### src/rtl/branch_ctl_pkg.sv
// ----------------------------------------------------------------------------
// branch_ctl_pkg
//   Shared definitions for the EX-stage branch controller: controller state
//   encoding and the quick-compare select codes understood by the external
//   compare unit at cpu top.
//
//   Contents:
//     state_t       - branch controller states (IDLE, WAIT, CMP, RESOLVE)
//     QC_*          - six quick-compare select codes
//     qc_op_valid() - 1 when a select code is one of the six defined codes
// ----------------------------------------------------------------------------
package branch_ctl_pkg;

    typedef enum logic [1:0] {
        ST_IDLE    = 2'd0,
        ST_WAIT    = 2'd1,
        ST_CMP     = 2'd2,
        ST_RESOLVE = 2'd3
    } state_t;

    localparam int QC_W = 6;

    // Quick-compare select codes. RS/RT are the bypassed operands; the
    // zero-compares look at RS only, as a signed 32-bit value.
    localparam logic [QC_W-1:0] QC_EQ  = 6'h01;  // RS == RT
    localparam logic [QC_W-1:0] QC_NE  = 6'h02;  // RS != RT
    localparam logic [QC_W-1:0] QC_LEZ = 6'h03;  // RS <= 0
    localparam logic [QC_W-1:0] QC_GTZ = 6'h04;  // RS >  0
    localparam logic [QC_W-1:0] QC_LTZ = 6'h05;  // RS <  0
    localparam logic [QC_W-1:0] QC_GEZ = 6'h06;  // RS >= 0

    function automatic logic qc_op_valid(input logic [QC_W-1:0] op);
        case (op)
            QC_EQ, QC_NE, QC_LEZ, QC_GTZ, QC_LTZ, QC_GEZ: return 1'b1;
            default:                                      return 1'b0;
        endcase
    endfunction

endpackage

### src/rtl/branch_ctl.sv
// ----------------------------------------------------------------------------
// branch_ctl
//   EX-stage branch controller. Accepts a branch, waits for both bypassed
//   operands, drives the external quick-compare unit for one cycle, then
//   resolves with a one-cycle Redirect pulse when taken.
//
//   Ports:
//     clk          in   clock, all state updates on rising edge
//     reset_n      in   asynchronous active-low reset
//     BrValid      in   EX-stage branch present
//     BrOp[5:0]    in   quick-compare select code of the branch
//     BrTarget[31:0] in branch target address
//     RSready      in   RS operand valid
//     RTready      in   RT operand valid
//     Flush        in   synchronous abort of the in-flight branch
//     QCresult     in   result from the external compare unit
//     BrLikely     in   branch-likely flag (BRANCH_LIKELY_EN only)
//     QCsel[5:0]   out  select to the compare unit (last latched op)
//     Stall        out  freeze fetch/decode (combinational)
//     Redirect     out  one-cycle taken pulse
//     RedirectPC[31:0] out target while Redirect=1, else 0
//     SquashDS     out  squash delay slot of a not-taken likely branch
//                       (BRANCH_LIKELY_EN only)
//     BadOp        out  one-cycle pulse for an unsupported BrOp
//
//   Configuration macro: BRANCH_LIKELY_EN adds BrLikely / SquashDS. Without
//   it the delay slot always executes.
// ----------------------------------------------------------------------------
module branch_ctl
    import branch_ctl_pkg::*;
(
    input  logic            clk,
    input  logic            reset_n,
    input  logic            BrValid,
    input  logic [QC_W-1:0] BrOp,
    input  logic [31:0]     BrTarget,
    input  logic            RSready,
    input  logic            RTready,
    input  logic            Flush,
    input  logic            QCresult,
`ifdef BRANCH_LIKELY_EN
    input  logic            BrLikely,
    output logic            SquashDS,
`endif
    output logic [QC_W-1:0] QCsel,
    output logic            Stall,
    output logic            Redirect,
    output logic [31:0]     RedirectPC,
    output logic            BadOp
);

    state_t          state_q, state_d;
    logic [QC_W-1:0] op_q;
    logic [31:0]     target_q;
    logic            taken_q;
    logic            likely_q;
    logic            accept;
    logic            ops_ready;
    logic            resolving;
    logic            likely_in;

`ifdef BRANCH_LIKELY_EN
    assign likely_in = BrLikely;
`else
    assign likely_in = 1'b0;
`endif

    assign ops_ready = RSready & RTready;

    // NOTE: every signal written here gets a default before the case so no
    // path leaves it unassigned, which would otherwise infer a latch.
    always_comb begin
        state_d = state_q;
        accept  = 1'b0;
        unique case (state_q)
            ST_IDLE, ST_RESOLVE: begin
                if (BrValid) begin
                    accept  = 1'b1;
                    state_d = ops_ready ? ST_CMP : ST_WAIT;
                end else begin
                    state_d = ST_IDLE;
                end
            end
            ST_WAIT: if (ops_ready) state_d = ST_CMP;
            ST_CMP:  state_d = ST_RESOLVE;
            default: state_d = ST_IDLE;
        endcase
        // Flush wins over everything, including a branch offered this cycle.
        if (Flush) begin
            accept  = 1'b0;
            state_d = ST_IDLE;
        end
    end

    // NOTE: sequential state uses non-blocking assignments so every register
    // samples the pre-edge values of the others.
    always_ff @(posedge clk or negedge reset_n) begin
        if (!reset_n) begin
            state_q  <= ST_IDLE;
            op_q     <= '0;
            target_q <= '0;
            taken_q  <= 1'b0;
            likely_q <= 1'b0;
        end else begin
            state_q <= state_d;
            if (accept) begin
                op_q     <= BrOp;
                target_q <= BrTarget;
                likely_q <= likely_in;
            end
            // An undefined select code can never be taken, whatever the
            // compare unit answers for it.
            if (state_q == ST_CMP) begin
                taken_q <= QCresult & qc_op_valid(op_q);
            end
        end
    end

    // QCsel simply follows the latched op so the compare unit only toggles
    // when a new branch is accepted.
    assign QCsel = op_q;

    assign Stall = accept | (state_q == ST_WAIT) | (state_q == ST_CMP);

    // A Flush during RESOLVE aborts the branch being resolved as well.
    assign resolving  = (state_q == ST_RESOLVE) & ~Flush;
    assign Redirect   = resolving & taken_q;
    assign RedirectPC = Redirect ? target_q : 32'h0;
    assign BadOp      = resolving & ~qc_op_valid(op_q);

`ifdef BRANCH_LIKELY_EN
    assign SquashDS = resolving & likely_q & ~taken_q;
`else
    // Likely flag has no consumer without the squash output.
    logic unused_likely;
    assign unused_likely = likely_q;
`endif

endmodule

### config.mk
export PLATFORM = sky130hd
export DESIGN_NAME = branch_ctl
export DESIGN_NICKNAME = d
export VERILOG_FILES = /design/src/rtl/branch_ctl_pkg.sv /design/src/rtl/branch_ctl.sv
export SDC_FILE = /design/constraint.sdc
export NUM_CORES = 1
export LEC_CHECK = 0
export CAP_MARGIN = 25
export CORE_MARGIN = 4
export CORE_UTILIZATION = 36
export DETAILED_ROUTE_END_ITERATION = 10
export GPL_ROUTABILITY_DRIVEN = 0
export PLACE_DENSITY = 0.74
export SYNTH_ARGS = -nofsm -noshare
export SYNTH_HDL_FRONTEND = slang
export SYNTH_SLANG_ARGS = --single-unit
### constraint.sdc
create_clock -name clk -period 2.3 [get_ports clk]
set_clock_uncertainty 0.2 [all_clocks]
set_input_delay 0.46 -clock clk [delete_from_list [all_inputs] [get_ports clk]]
set_output_delay 0.46 -clock clk [all_outputs]
set_load 0.02 [all_outputs]
**Word level (Yosys, flattened, before mapping)**

Index checks and enable logic that the tools add are counted.

- Flip-flop bits (word level): 41
- Input bits: 45
- Output and inout bits: 41
- Word-level logic and storage cells: 37

- Eq/ne operators: 10
- Muxes and demuxes: 11
- Bitwise logic cells: 9
- Reductions and logical operators: 3

Operator list:

| operator | count |
|---|---|
| 32-bit two-way mux | 1 |
| 6-bit by 3-bit == test with 1-bit output, second input constant | 3 |
| 6-bit by 2-bit == test with 1-bit output, second input constant | 2 |
| 2-bit two-way mux | 4 |
| 6-bit by 1-bit == test with 1-bit output, second input constant | 1 |
| 2-bit one-hot mux with 3 select lines | 1 |
| 6-bit OR reduction | 1 |
| 1-bit AND | 5 |
| 1-bit two-way mux | 5 |
| 2-bit == test, second input constant | 2 |
| 3-bit inequality test, second input constant | 1 |
| 2-bit by 1-bit == test with 1-bit output, second input constant | 1 |
| 2-bit logical NOT | 1 |
| 1-bit NOT | 2 |
| 1-bit OR | 2 |
| 2-bit OR reduction | 1 |

**Depth between registers and ports, before layout**

Gate-level depths: netlist of the first run.

- Word-level depth: 6
- Mapped depth: 6
- Mapped depth without buffers: 5

**Least setup slack after synthesis of the first run**

No wires, ideal clock.

- Path type: reg-to-output
- Start: register state_q[0]
- End: output port Stall
- Arrival time: 1.302 ns
- Data required time: 1.640 ns
- Path slack: 0.338 ns
- Cell stages (with the launch flop): 7
- Path buffers: 2
- Cell sequence: dfrtp_1 > inv_1 > ha_1 > nand3b_4 > buf_6 > buf_6 > nand2_1

- Word-level cells in the longest chain between the ends: 6
- Elaborated cells on any way between the ends: 9
- Classes of those cells: eq/ne: 3; mux: 2; bitwise: 2; reduce/logical: 2

Ends and longest elaborated chain:

| element | line | RTL |
|---|---|---|
| from (decl) | branch_ctl.sv:52 | `state_t state_q, state_d;` |
| from (signal assigned) | branch_ctl.sv:105 | `state_q <= state_d;` |
| 2-bit == test / 2-bit logical NOT (equally long branches) | branch_ctl.sv:75 | `unique case (state_q)` |
| 2-bit OR reduction | branch_ctl.sv:75 |  |
| 1-bit two-way mux | branch_ctl.sv:75 |  |
| 1-bit two-way mux | branch_ctl.sv:89 | `if (Flush) begin` |
| 1-bit OR | branch_ctl.sv:123 | `assign Stall = accept \| (state_q == ST_WAIT) \| (state_q == ST_CMP);` |
| 1-bit OR (*) | branch_ctl.sv:123 |  |
| to (decl) | branch_ctl.sv:46 | `output logic Stall,` |

Mark *: on every way between the ends. The rest lies on a longest branch, timed or not.

**Worst setup path after layout of the first run**

- Start: register state_q[0]
- End: output port Redirect

- Word-level cells in the longest chain between the ends: 3

Ends and longest elaborated chain:

| element | line | RTL |
|---|---|---|
| 2-bit == test | branch_ctl.sv:126 | `assign resolving = (state_q == ST_RESOLVE) & ~Flush;` |
| 1-bit AND | branch_ctl.sv:126 |  |
| 1-bit AND | branch_ctl.sv:127 | `assign Redirect = resolving & taken_q;` |
| to (decl) | branch_ctl.sv:47 | `output logic Redirect,` |

No other way between the ends.

==> results of run 1 <==
-- power groups by stage --
| stage | clock network, mW | registers (mW) | logic, mW |
|---|---|---|---|
| 2_1_floorplan | 0 | 1.30 | 0.678 |
| 3_3_place_gp | 0 | 1.27 | 1.11 |
| 3_5_place_dp | 0 | 1.28 | 1.13 |
| 4_1_cts | 0.463 | 1.27 | 1.13 |
| 5_1_grt | 0.486 | 1.32 | 1.26 |
| 6_report | 0.436 | 1.26 | 1.15 |
-- stage by stage --
| step | power [mW] | cell area (sq um) | setup TNS (ns) | util |
|---|---|---|---|---|
| floorplan | 1.97 | 1920 | 0 | - |
| global placement | 2.38 | 2900 | -18.42 | 0.565 |
| detailed placement | 2.41 | 2900 | -18.88 | 0.565 |
| CTS | 2.86 | 2860 | 0 | 0.556 |
| global route | 3.07 | 2870 | 0 | 0.559 |
| finish | 2.85 | 2870 | 0 | 0.559 |
-- timing repair --
action,4_1_cts,5_1_grt
resized for setup,143,3
setup endpoints to repair,35,35
endpoints found under the hold margin,11,0
pin swaps,0,2
hold buffers,1,0
buffers inserted,0,1
-- cells by family after synthesis --
logic type	share of synthesized area
compound gates	0.0248
mux	0.241
flops	0.535
simple gates	0.152
fa+ha+maj	0.0196
buf+inv	0.0274
-- cells in the mapped netlist --
master,count
dfrtp_1,41
and2_1,32
mux2_2,29
mux2_4,9
buf_2,3
ha_1,3
nor2_1,3
buf_6,2
clkbuf_1,2
inv_1,2
nor3_1,2
a211oi_1,1
a21bo_2,1
a21o_1,1
a21oi_1,1
a311oi_1,1
a31o_2,1
and3_1,1
and3b_1,1
nand2_1,1
nand2b_1,1
nand3_1,1
nand3b_4,1
nor2b_1,1
nor3b_1,1
or3_1,1
-- cell type report --
class / instances / area [sq um] / share of cell area
Inverter: 2 / 7.51 / 0.00261
Tap cell: 70 / 87.6 / 0.0305
Sequential cell: 41 / 1030 / 0.357
Clock inverter: 2 / 10.0 / 0.00349
Clock buffer: 6 / 72.6 / 0.0253
Multi-Input combinational cell: 93 / 860 / 0.299
Timing Repair Buffer: 100 / 808 / 0.281
-- sequential cells by signal, summed over array words and instances, names as in the netlist --
register,flops
target_q,32
taken_q,1
QCsel,6
state_q,2
-- worst max path at each step --
stage,start,end,slack [ns],depth (start not counted)
after floorplan,state_q[0],Stall,0.34,6
after global placement,Flush,RedirectPC[14],-0.47,5
after detailed placement,Flush,RedirectPC[0],-0.47,5
after CTS,state_q[0],Redirect,0.02,4
after global routing,state_q[0],Redirect,0.01,4
final,state_q[0],Redirect,0.09,4
-- critical path: cells and delay by family, from the launching register on --
family | cells | cell delay [ns]
buffers and inverters | 2 | 0.46
DFF | 1 | 0.39
adders and majority gates | 1 | 0.19
and+or+nand+nor | 1 | 0.22
-- per-layer routing --
| metal | global-route usage | wire length (um) | vias to the layer above |
|---|---|---|---|
| met5 | 0 | 0 | - |
| met2 | 0.240 | 2040 | 50 |
| met4 | 0.0507 | 60 | 0 |
| met1 | 0.159 | 1660 | 666 |
| li1 | - | - | 688 |
| met3 | 0.0432 | 390 | 6 |
==> results.md, run 1 <==
* Commonest non-fill, non-tap cell in the layout: clkdlybuf4s50_1
* Yosys warns at 0
* Psw at 825 uW
* Type of the most critical hold path: flip-flop to flip-flop
* Max FO, Critical Path at 14
* Worst skew pair latency at 0.28 ns
* Synthesized Nets at 191
* Worst Path Required at 1.64 ns
* Most frequent cells in the layout: clkdlybuf4s50_1, dfrtp_1, buf_2, and2_1, mux2_2
* Clock root cell: clkbuf_8
* Hold Path Sink: target_q[27]
* #FFs+latches synth at 41
* Worst-path cell with the longest stage delay: dfrtp_1
* Fill cells at 510
* # diodes at 0
* Slew @ Worst Pin at between 0.5 and 0.6 ns
* P per Cell Area at 992 mW/mm^2
* Die X-Extent at 81.0 um
* Die ar. at 0.00656 sq mm
* Num Clock Sinks at between 40 and 50
* Worst endpoint data arrival time at 1.55 ns
* R2R Path End: target_q[19]
* Total GRT Usage at 0.138
* DR pass1 iterations at 2
* Mapped Cells at 143
* Row count at 26
* Core area at 0.00514 sq mm
* Min-delay src: target_q[27]
* Routed via count at 1410
* Worst r2r src: state_q[0]
* # port buffers at between 80 and 90
* Antenna Violating Nets Remaining at 0
* Clock power share at 0.153
* Finish-stage setup viols at 0
* DR iter-0 viols at 14
* Startpoint types: flip-flop
* Internal Power at 2.02 mW
* Depth of the most critical reg-to-reg path at 6
* Slew headroom at 0.651
* Area Growth Syn to Fin at 49.8%
* WL final at 4160 um
* Reg2reg setup slack at 0.20 ns
* Sequential fraction of the synthesis area at 0.535
* Initial antenna violation count at 0
* Register clock-pin slew on the reported worst setup and hold paths at around 0.070 ns
* Unrepaired setup endpoints after global routing: no
* Wire per inst at around 13 um
* Nature of the critical path endpoint: output port
* Final min period at 2.21 ns
* CTS tree: yes
* P_leak at 1.40 nW
* Most area-consuming cells after synthesis: dfrtp_1, mux2_2, and2_1
* Final net count at 291
* Largest net degree at the start of global routing at 39
* Hold path depth at 1
* Initial core utilization at 0.373
* Number of global-route vias before repair at ~1500
* Post-Syn Area at 0.00192 sq mm
* Die Y at about 81 um
* Pins over their slew limit at 0
* I/O Pins at 86
* Synth top area share at 0.535
* Synth Area per Inst at 13.4 sq um
* Final global-route overflow total at 0
* WS Path Type: flip-flop to output port
* Peak supply drop at between 0.6 and 0.7 mV
* Post-synth cell types at 26
* Fin Hold WS at 0.299 ns
* Post-route setup slack at 0.0932 ns
* Peak Freq at 453 MHz
* H-tree level count at 2
* CTS max path bufs at 2
* Layout cells sized above 1 at 0.414
* Critical-path cell list: ha_2, and3b_2, buf_6, dlygate4sd2_1
* Post-DP HPWL at approximately 3100 um
* MaxCap Viol Count at 0
* Inst Count DP at 304
* Total CTS buffers at 5
* Outcome: completed
* Crit path largest cell delay at 0.39 ns
* Vias per cell at 4.49
* DR DRC count at 0
* Worst slack at placement at -0.473 ns
* Non-Filler Instances at 314
* Switching share of power at 0.289
* Combinational power share at 0.404
* Flop pwr share at 0.443
* Final Cycle Share at 0.959
* First-pass GRT wire length at 7000 um
* Fin. Hold Viols at 0
* Area leader, netlist: dfrtp_1
Note: power is estimated with default switching activity, not from simulation.
==> run 2: changes to the inputs <==
--- a/config.mk
+++ b/config.mk
@@ -9,8 +9,9 @@
 export CORE_MARGIN = 4
 export CORE_UTILIZATION = 36
 export DETAILED_ROUTE_END_ITERATION = 10
+export DONT_BUFFER_PORTS = 1
 export GPL_ROUTABILITY_DRIVEN = 0
-export PLACE_DENSITY = 0.74
+export PLACE_DENSITY = 0.53
 export SYNTH_ARGS = -nofsm -noshare
 export SYNTH_HDL_FRONTEND = slang
 export SYNTH_SLANG_ARGS = --single-unit
==> run 2 against run 1 <==
Die area did not move. Sequential share of layout area grew 12 points. Highest routed layer unchanged. Critical path type unchanged. Via count down 22%. Routed wire length down 10%. Count of clock-buffer cells in the layout did not move. Total power shrank 8.1%. Non-clock buffer count is 90 lower. Cell count shrank 29%. Largest cell class unchanged. Largest power group unchanged. Critical path depth unchanged. Global-route usage is 2.2 points lower. Register-to-register slack better by 0.11 ns.
==> results.md, run 2 (synthesis gave the netlist of run 1 again) <==
* Biggest register: target_q
* Startpoint types: flip-flop
* Finish-stage setup viols at 0 (unchanged)
* Type of the most critical hold path: input port to flip-flop
* Unrepaired setup endpoints after global routing: yes
* Max FO, Critical Path at 3 (-11)
* Vias per cell at 4.92 (+9.5%)
* Total GRT Usage at 0.116 (-0.0218)
* Initial core utilization at 0.373 (unchanged)
* Final min period at 2.23 ns (+0.0253 ns)
* Slew headroom at 0.815 (+0.163)
* Final Cell Area at 0.00217 sq mm (-24%)
* WL final at 3740 um (-10%)
* Final net count at 201 (-31%)
* Outcome: completed
* WS Path Type: flip-flop to output port
* Total CTS buffers at 5 (unchanged)
* Die ar. at 0.00656 sq mm (unchanged)
* TNS Setup at 0 ns (unchanged)
* Commonest non-fill, non-tap cell in the layout: dfrtp_1
* Combinational power share at 0.315 (-0.089)
* Antenna Violating Nets Remaining at 0 (unchanged)
* Worst-path cell with the longest stage delay: dfrtp_2
* Internal Power at 1.81 mW (-11%)
* Worst skew pair latency at 0.28 ns (about the same)
* Num Clock Sinks at 41 (unchanged)
* # port buffers at 0 (-100%)
* Wire per inst at 16.7 um (+26%)
* P per Cell Area at 1210 mW/mm^2 (+22%)
* Pins over their slew limit at 0 (unchanged)
* Fill cells at 496 (-2.7%)
* Crit path largest cell delay at 0.46 ns (+0.07 ns)
* First-pass GRT wire length at 5760 um (-18%)
* Most frequent cells in the layout: dfrtp_1, mux2_2, and2_1, and2_2, mux2_4
* Worst endpoint data arrival time at 1.57 ns (+0.02 ns)
* Psw at 806 uW (-2.3%)
* DR pass1 iterations at 3 (+1)
* Min-delay src: Flush
* Die Y at 81.0 um (unchanged)
* Dpl cell area at 0.00200 sq mm (-31%)
* CTS max path bufs at 2 (unchanged)
* DR iter-0 viols at 9 (-5)
* Initial antenna violation count at 0 (unchanged)
* Row count at 26 (unchanged)
* Setup crit start: QCsel[3]
* Nature of the critical path endpoint: output port
* Max reg flops at 32 (unchanged)
* # diodes at 0 (unchanged)
* DR DRC count at 0 (unchanged)
* Routed via count at 1101 (-22%)
* Switching share of power at 0.308 (+0.0184)
* Worst r2r src: state_q[0]
* Clock root cell: clkbuf_8
* Die X-Extent at 81.0 um (unchanged)
* Fin. Hold Viols at 0 (unchanged)
* Largest net degree at the start of global routing at 42 (+7.7%)
* Peak supply drop at 0.665 mV (+10%)
* Number of global-route vias before repair at 1166 (-24%)
* P_leak at 0.998 nW (-29%)
* Flop pwr share at 0.518 (+0.075)
* Register clock-pin slew on the reported worst setup and hold paths at 0.07 ns (about the same)
* Clock power share at 0.167 (+0.014)
* Post-DP HPWL at 2880 um (-8.1%)
* Final global-route overflow total at 0 (unchanged)
* H-tree level count at 2 (unchanged)
* Peak Freq at 448 MHz (-1.1%)
* Worst Path Required at 1.64 ns (about the same)
* CTS tree: yes
* Area Growth Syn to Fin at 13.1%
* Core area at 0.00514 sq mm (unchanged)
* MaxCap Viol Count at 0 (unchanged)
* Critical-path cell list: or3_1, nor3_2, nor3b_1, buf_4
* Layout cells sized above 1 at 0.494 (+0.0796)
* Final Cycle Share at 0.970 (+0.0110)
* Slew @ Worst Pin at 0.278 ns (-0.245 ns)
* Fin Hold WS at 0.0402 ns (-0.258 ns)
* I/O Pins at 86 (unchanged)
## run 2: per-layer routing
| layer | up-vias | track usage | wire (um) |
|---|---|---|---|
| li1 | 505 | - | - |
| met1 | 527 | 0.124 | 1440 |
| met2 | 61 | 0.196 | 1850 |
| met3 | 8 | 0.0610 | 390 |
| met4 | 0 | 0.0405 | 60 |
| met5 | - | 0 | 0 |
## run 2: power by group through the flow
stage                     clock, mW  sequential (mW)  combinational, mW
after floorplan                   0             1.30              0.678
after global placement            0             1.35              0.741
after detailed placement          0             1.37              0.785
after CTS                     0.462             1.36              0.810
after global routing          0.502             1.40              0.896
final                         0.437             1.35              0.825
## run 2: final cells by class
type,instances,area [sq um],area share
clock inverter,2,10.0,0.00462
clock buffer,6,72.6,0.0335
tap,70,87.6,0.0404
multi-input combinational,93,868,0.400
timing repair buffer,10,93.8,0.0433
inverter,2,7.51,0.00346
sequential,41,1030,0.474
## run 2: path summary, 6_finish.rpt
path | endpoint | slack, ns | depth (start not counted)
setup / recovery | BadOp | 0.07 | 4
min in group asynchronous | target_q[9] | 0.45 | 2
hold / removal | state_q[1] | 0.04 | 1
max in group asynchronous | QCsel[5] | 1.24 | 2
setup reg to reg | target_q[29] | 0.31 | 6
hold reg to reg | target_q[20] | 0.30 | 1
## run 2: per-stage QoR
stage | util | power (mW) | worst slack, ns | cells
after floorplan | - | 1.97 | 0.338 | 143
after global placement | 0.390 | 2.09 | 0.280 | 212
after CTS | 0.413 | 2.63 | 0.00568 | 222
after global routing | 0.422 | 2.80 | -0.0195 | 224
after detailed placement | 0.390 | 2.16 | 0.260 | 212
final | 0.422 | 2.62 | 0.0680 | 224
## run 2: timing repair
item | CTS | global route
pin swaps | 0 | 1
setup buffers | 0 | 2
endpoints found under the hold margin | 41 | 0
gates resized for setup | 1 | 23
hold buffers | 2 | 0
endpoints found under the setup margin | 1 | 26
## run 2: critical path: cells and delay by family, from the launching register on
kind,cells,cell delay [ns]
flops,1,0.46
buf+inv,1,0.16
simple gates,3,0.66
==> run 3: changes to the inputs <==
--- a/config.mk
+++ b/config.mk
@@ -5,12 +5,14 @@
 export SDC_FILE = /design/constraint.sdc
 export NUM_CORES = 1
 export LEC_CHECK = 0
+export ABC_AREA = 1
 export CAP_MARGIN = 25
 export CORE_MARGIN = 4
 export CORE_UTILIZATION = 36
 export DETAILED_ROUTE_END_ITERATION = 10
 export DONT_BUFFER_PORTS = 1
 export GPL_ROUTABILITY_DRIVEN = 0
+export HOLD_SLACK_MARGIN = 0.05
 export PLACE_DENSITY = 0.53
 export SYNTH_ARGS = -nofsm -noshare
 export SYNTH_HDL_FRONTEND = slang
==> run 3 against run 2 <==
Critical path depth increased by 3. Area after synthesis increased by 4.4%. Maximum frequency increased by 2.3%. Flip-flop and latch count unchanged. Count of clock-buffer cells in the layout increased by 1. Total power decreased by 17%. Register-to-register slack improved by 0.24 ns. Final area increased by 13%. Utilization increased by 4.5 points. Combinational power decreased by 28%. Critical path type unchanged. Die area increased by 3.9%. Critical endpoint is now RedirectPC[22]. First-iteration DRC count increased to 5.1 times the previous value.
==> results.md, run 3 <==
* Yosys warns at 0 (unchanged)
* P_leak at 1.34 nW (+35%)
* Final min period at 2.18 ns (-0.0493 ns)
* Synth Flop Type: dfrtp_1
* Die X-Extent at 82.6 um (+2.0%)
* Worst r2r src: state_q[0]
* Die ar. at 0.00681 sq mm (+3.9%)
* CTS tree: yes
* Most area-consuming cells after synthesis: dfrtp_1, nor2_1, a21oi_2
* Synth cell count leaders: nor2_1, inv_1, dfrtp_1
* Row count at 26 (unchanged)
* H-tree level count at 2 (unchanged)
* Worst Path Required at 1.64 ns (about the same)
* Number of global-route vias before repair at 1551 (+33%)
* Non-Filler Instances at 342 (+53%)
* TNS Setup at 0 ns (unchanged)
* Layout cells sized above 1 at 0.290 (-0.203)
* Hold Path Sink: QCsel[0]
* WL final at 4240 um (+13%)
* Min-delay src: BrOp[0]
* Register clock-pin slew on the reported worst setup and hold paths at 0.07 ns (about the same)
* Final net count at 320 (+59%)
* Post-synth cell types at 15 (-42%)
* Inst Count DP at 333 (+57%)
* # diodes at 0 (unchanged)
* Total GRT Usage at 0.134 (+0.0180)
* DR DRC count at 0 (unchanged)
* Total CTS buffers at 5 (unchanged)
* Pins over their slew limit at 0 (unchanged)
* Num Clock Sinks at 41 (unchanged)
* Peak Freq at 458 MHz (+2.3%)
* Die Y at 82.6 um (+2.0%)
* Type of the most critical hold path: input port to flip-flop
* Post-Syn Area at 0.00200 sq mm (+4.4%)
* Wire per inst at 12.4 um (-26%)
* Initial core utilization at 0.382 (+0.00906)
* Vias per cell at 4.49 (-8.7%)
* CTS max path bufs at 2 (unchanged)
* Reg2reg setup slack at 0.55 ns (+0.24 ns)
* Post-DP HPWL at 3110 um (+8.0%)
* Slew headroom at 0.777 (-0.0372)
* Initial antenna violation count at 0 (unchanged)
* Hold path depth at 2 (+1)
* Sequential fraction of the synthesis area at 0.513 (-0.0224)
* DR pass1 iterations at 4 (+1)
* Peak supply drop at 0.329 mV (-51%)
* Outcome: completed
* Max reg flops at 32 (unchanged)
* Synthesized Nets at 285 (+49%)
* Commonest non-fill, non-tap cell in the layout: nor2_1
* DR iter-0 viols at 46 (+37)
* I/O Pins at 86 (unchanged)
* Depth of the most critical reg-to-reg path at 6 (unchanged)
* Setup bufs post-CTS at 0 (unchanged)
* Number of synthesized flops with an enable pin at 0 (unchanged)
* Synth Area per Inst at 8.44 sq um (-37%)
* Most frequent cells in the layout: nor2_1, inv_1, dfrtp_1, buf_4, a21oi_2
* Unrepaired setup endpoints after global routing: no
* Synth async-reset ratio at 1.00 (unchanged)
* Antenna Violating Nets Remaining at 0 (unchanged)
* Synth top area share at 0.513 (-0.0224)
* P per Cell Area at 888 mW/mm^2 (-26%)
* Biggest register: target_q
* Clock root cell: clkbuf_8
* Final Cycle Share at 0.949 (-0.0214)
* Largest net degree at the start of global routing at 51 (+21%)
* MaxCap Viol Count at 0 (unchanged)
* Area leader, netlist: dfrtp_1
* Finish-stage setup viols at 0 (unchanged)
* R2R Path End: target_q[31]
* Max FO, Critical Path at 21 (+18)
* WS Path Type: flip-flop to output port
* Total design power at 2.17 mW (-17%)
* Fin. Hold Viols at 0 (unchanged)
* Nature of the critical path endpoint: output port
* Area Growth Syn to Fin at 22.3%
* Startpoint types: flip-flop
* Final global-route overflow total at 0 (unchanged)
* Slew @ Worst Pin at 0.334 ns (+0.0558 ns)
* Mapped Cells at 237 (+66%)
* Worst skew pair latency at 0.28 ns (about the same)
* Worst endpoint data arrival time at 1.52 ns (-0.05 ns)
* Most common cell in the netlist: nor2_1
* # port buffers at 0 (unchanged)
* Routed via count at 1534 (+39%)
* First-pass GRT wire length at 6980 um (+21%)
* Core area at 0.00524 sq mm (+1.9%)
* #FFs+latches synth at 41 (unchanged)
## run 3: changes by cell type after synthesis, sizes merged, moves of 2 or more
cell / change
and2: -32
nor3: -2
nand3: +5
o21ai: +5
inv: +44
mux2: -38
nand4: +2
nand2: +15
nor2: +68
buf: +6
clkbuf: -2
a21oi: +35
## run 3: what timing repair did
item                                    4_1_cts  5_1_grt
hold buffers                                  2        0
endpoints found under the hold margin        41        0
endpoints found under the setup margin        0       30
gates resized for setup                       0        7
## run 3: routing by layer
layer  share of wire  up-vias  track usage
met5               0        -            0
met4          0.0071        0       0.0490
met3           0.071        2       0.0336
met2            0.49       46        0.227
met1            0.43      708        0.166
li1                -      778            -
## run 3: where the power goes
group          switching [mW]  internal (mW)  total [mW]
clock network           0.222          0.238       0.460
logic                   0.372          0.218       0.590
registers               0.150          0.973        1.12
## run 3: worst max-delay path by stage
stage,start,endpoint,slack [ns]
after floorplan,state_q[0],Stall,0.32
after global placement,state_q[0],RedirectPC[22],0.40
after detailed placement,state_q[0],RedirectPC[23],0.37
after CTS,state_q[0],RedirectPC[23],0.03
after global routing,state_q[0],RedirectPC[22],0.003
final,state_q[0],RedirectPC[22],0.12
## run 3: cell type report
| cell class | count | area [sq um] |
|---|---|---|
| fill | 528 | 2790 |
| inverter | 46 | 173 |
| clock buffer | 7 | 86.3 |
| sequential | 41 | 1030 |
| multi-input combinational | 139 | 743 |
| tap | 70 | 87.6 |
| timing repair buffer | 39 | 332 |
## run 3: worst max-delay path, stage by stage, from the launching register on
cell	delay, ns
dfrtp_1	0.39
ha_1	0.17
inv_1	0.05
nor2_2	0.11
nand2_2	0.09
buf_8	0.17
nor2_1	0.11
buf_4	0.15
## run 3: cells by family (layout without fill, tap and decap cells)
group	Yosys count	after routing	share of synthesized area
compound gates	41	41	0.157
simple gates	95	95	0.187
flops	41	41	0.513
fa+ha+maj	3	3	0.0188
buf+inv	57	92	0.124
## run 3: metrics by stage
stage	hold slack, ns	cell area [sq um]	setup WS, ns	util
4_1_cts	0.109	2430	0.0292	0.463
3_3_place_gp	-0.0341	2310	0.403	0.441
6_report	0.119	2450	0.117	0.467
2_1_floorplan	-0.0356	2000	0.323	-
3_5_place_dp	-0.0339	2310	0.371	0.441
5_1_grt	0.117	2450	0.00340	0.467
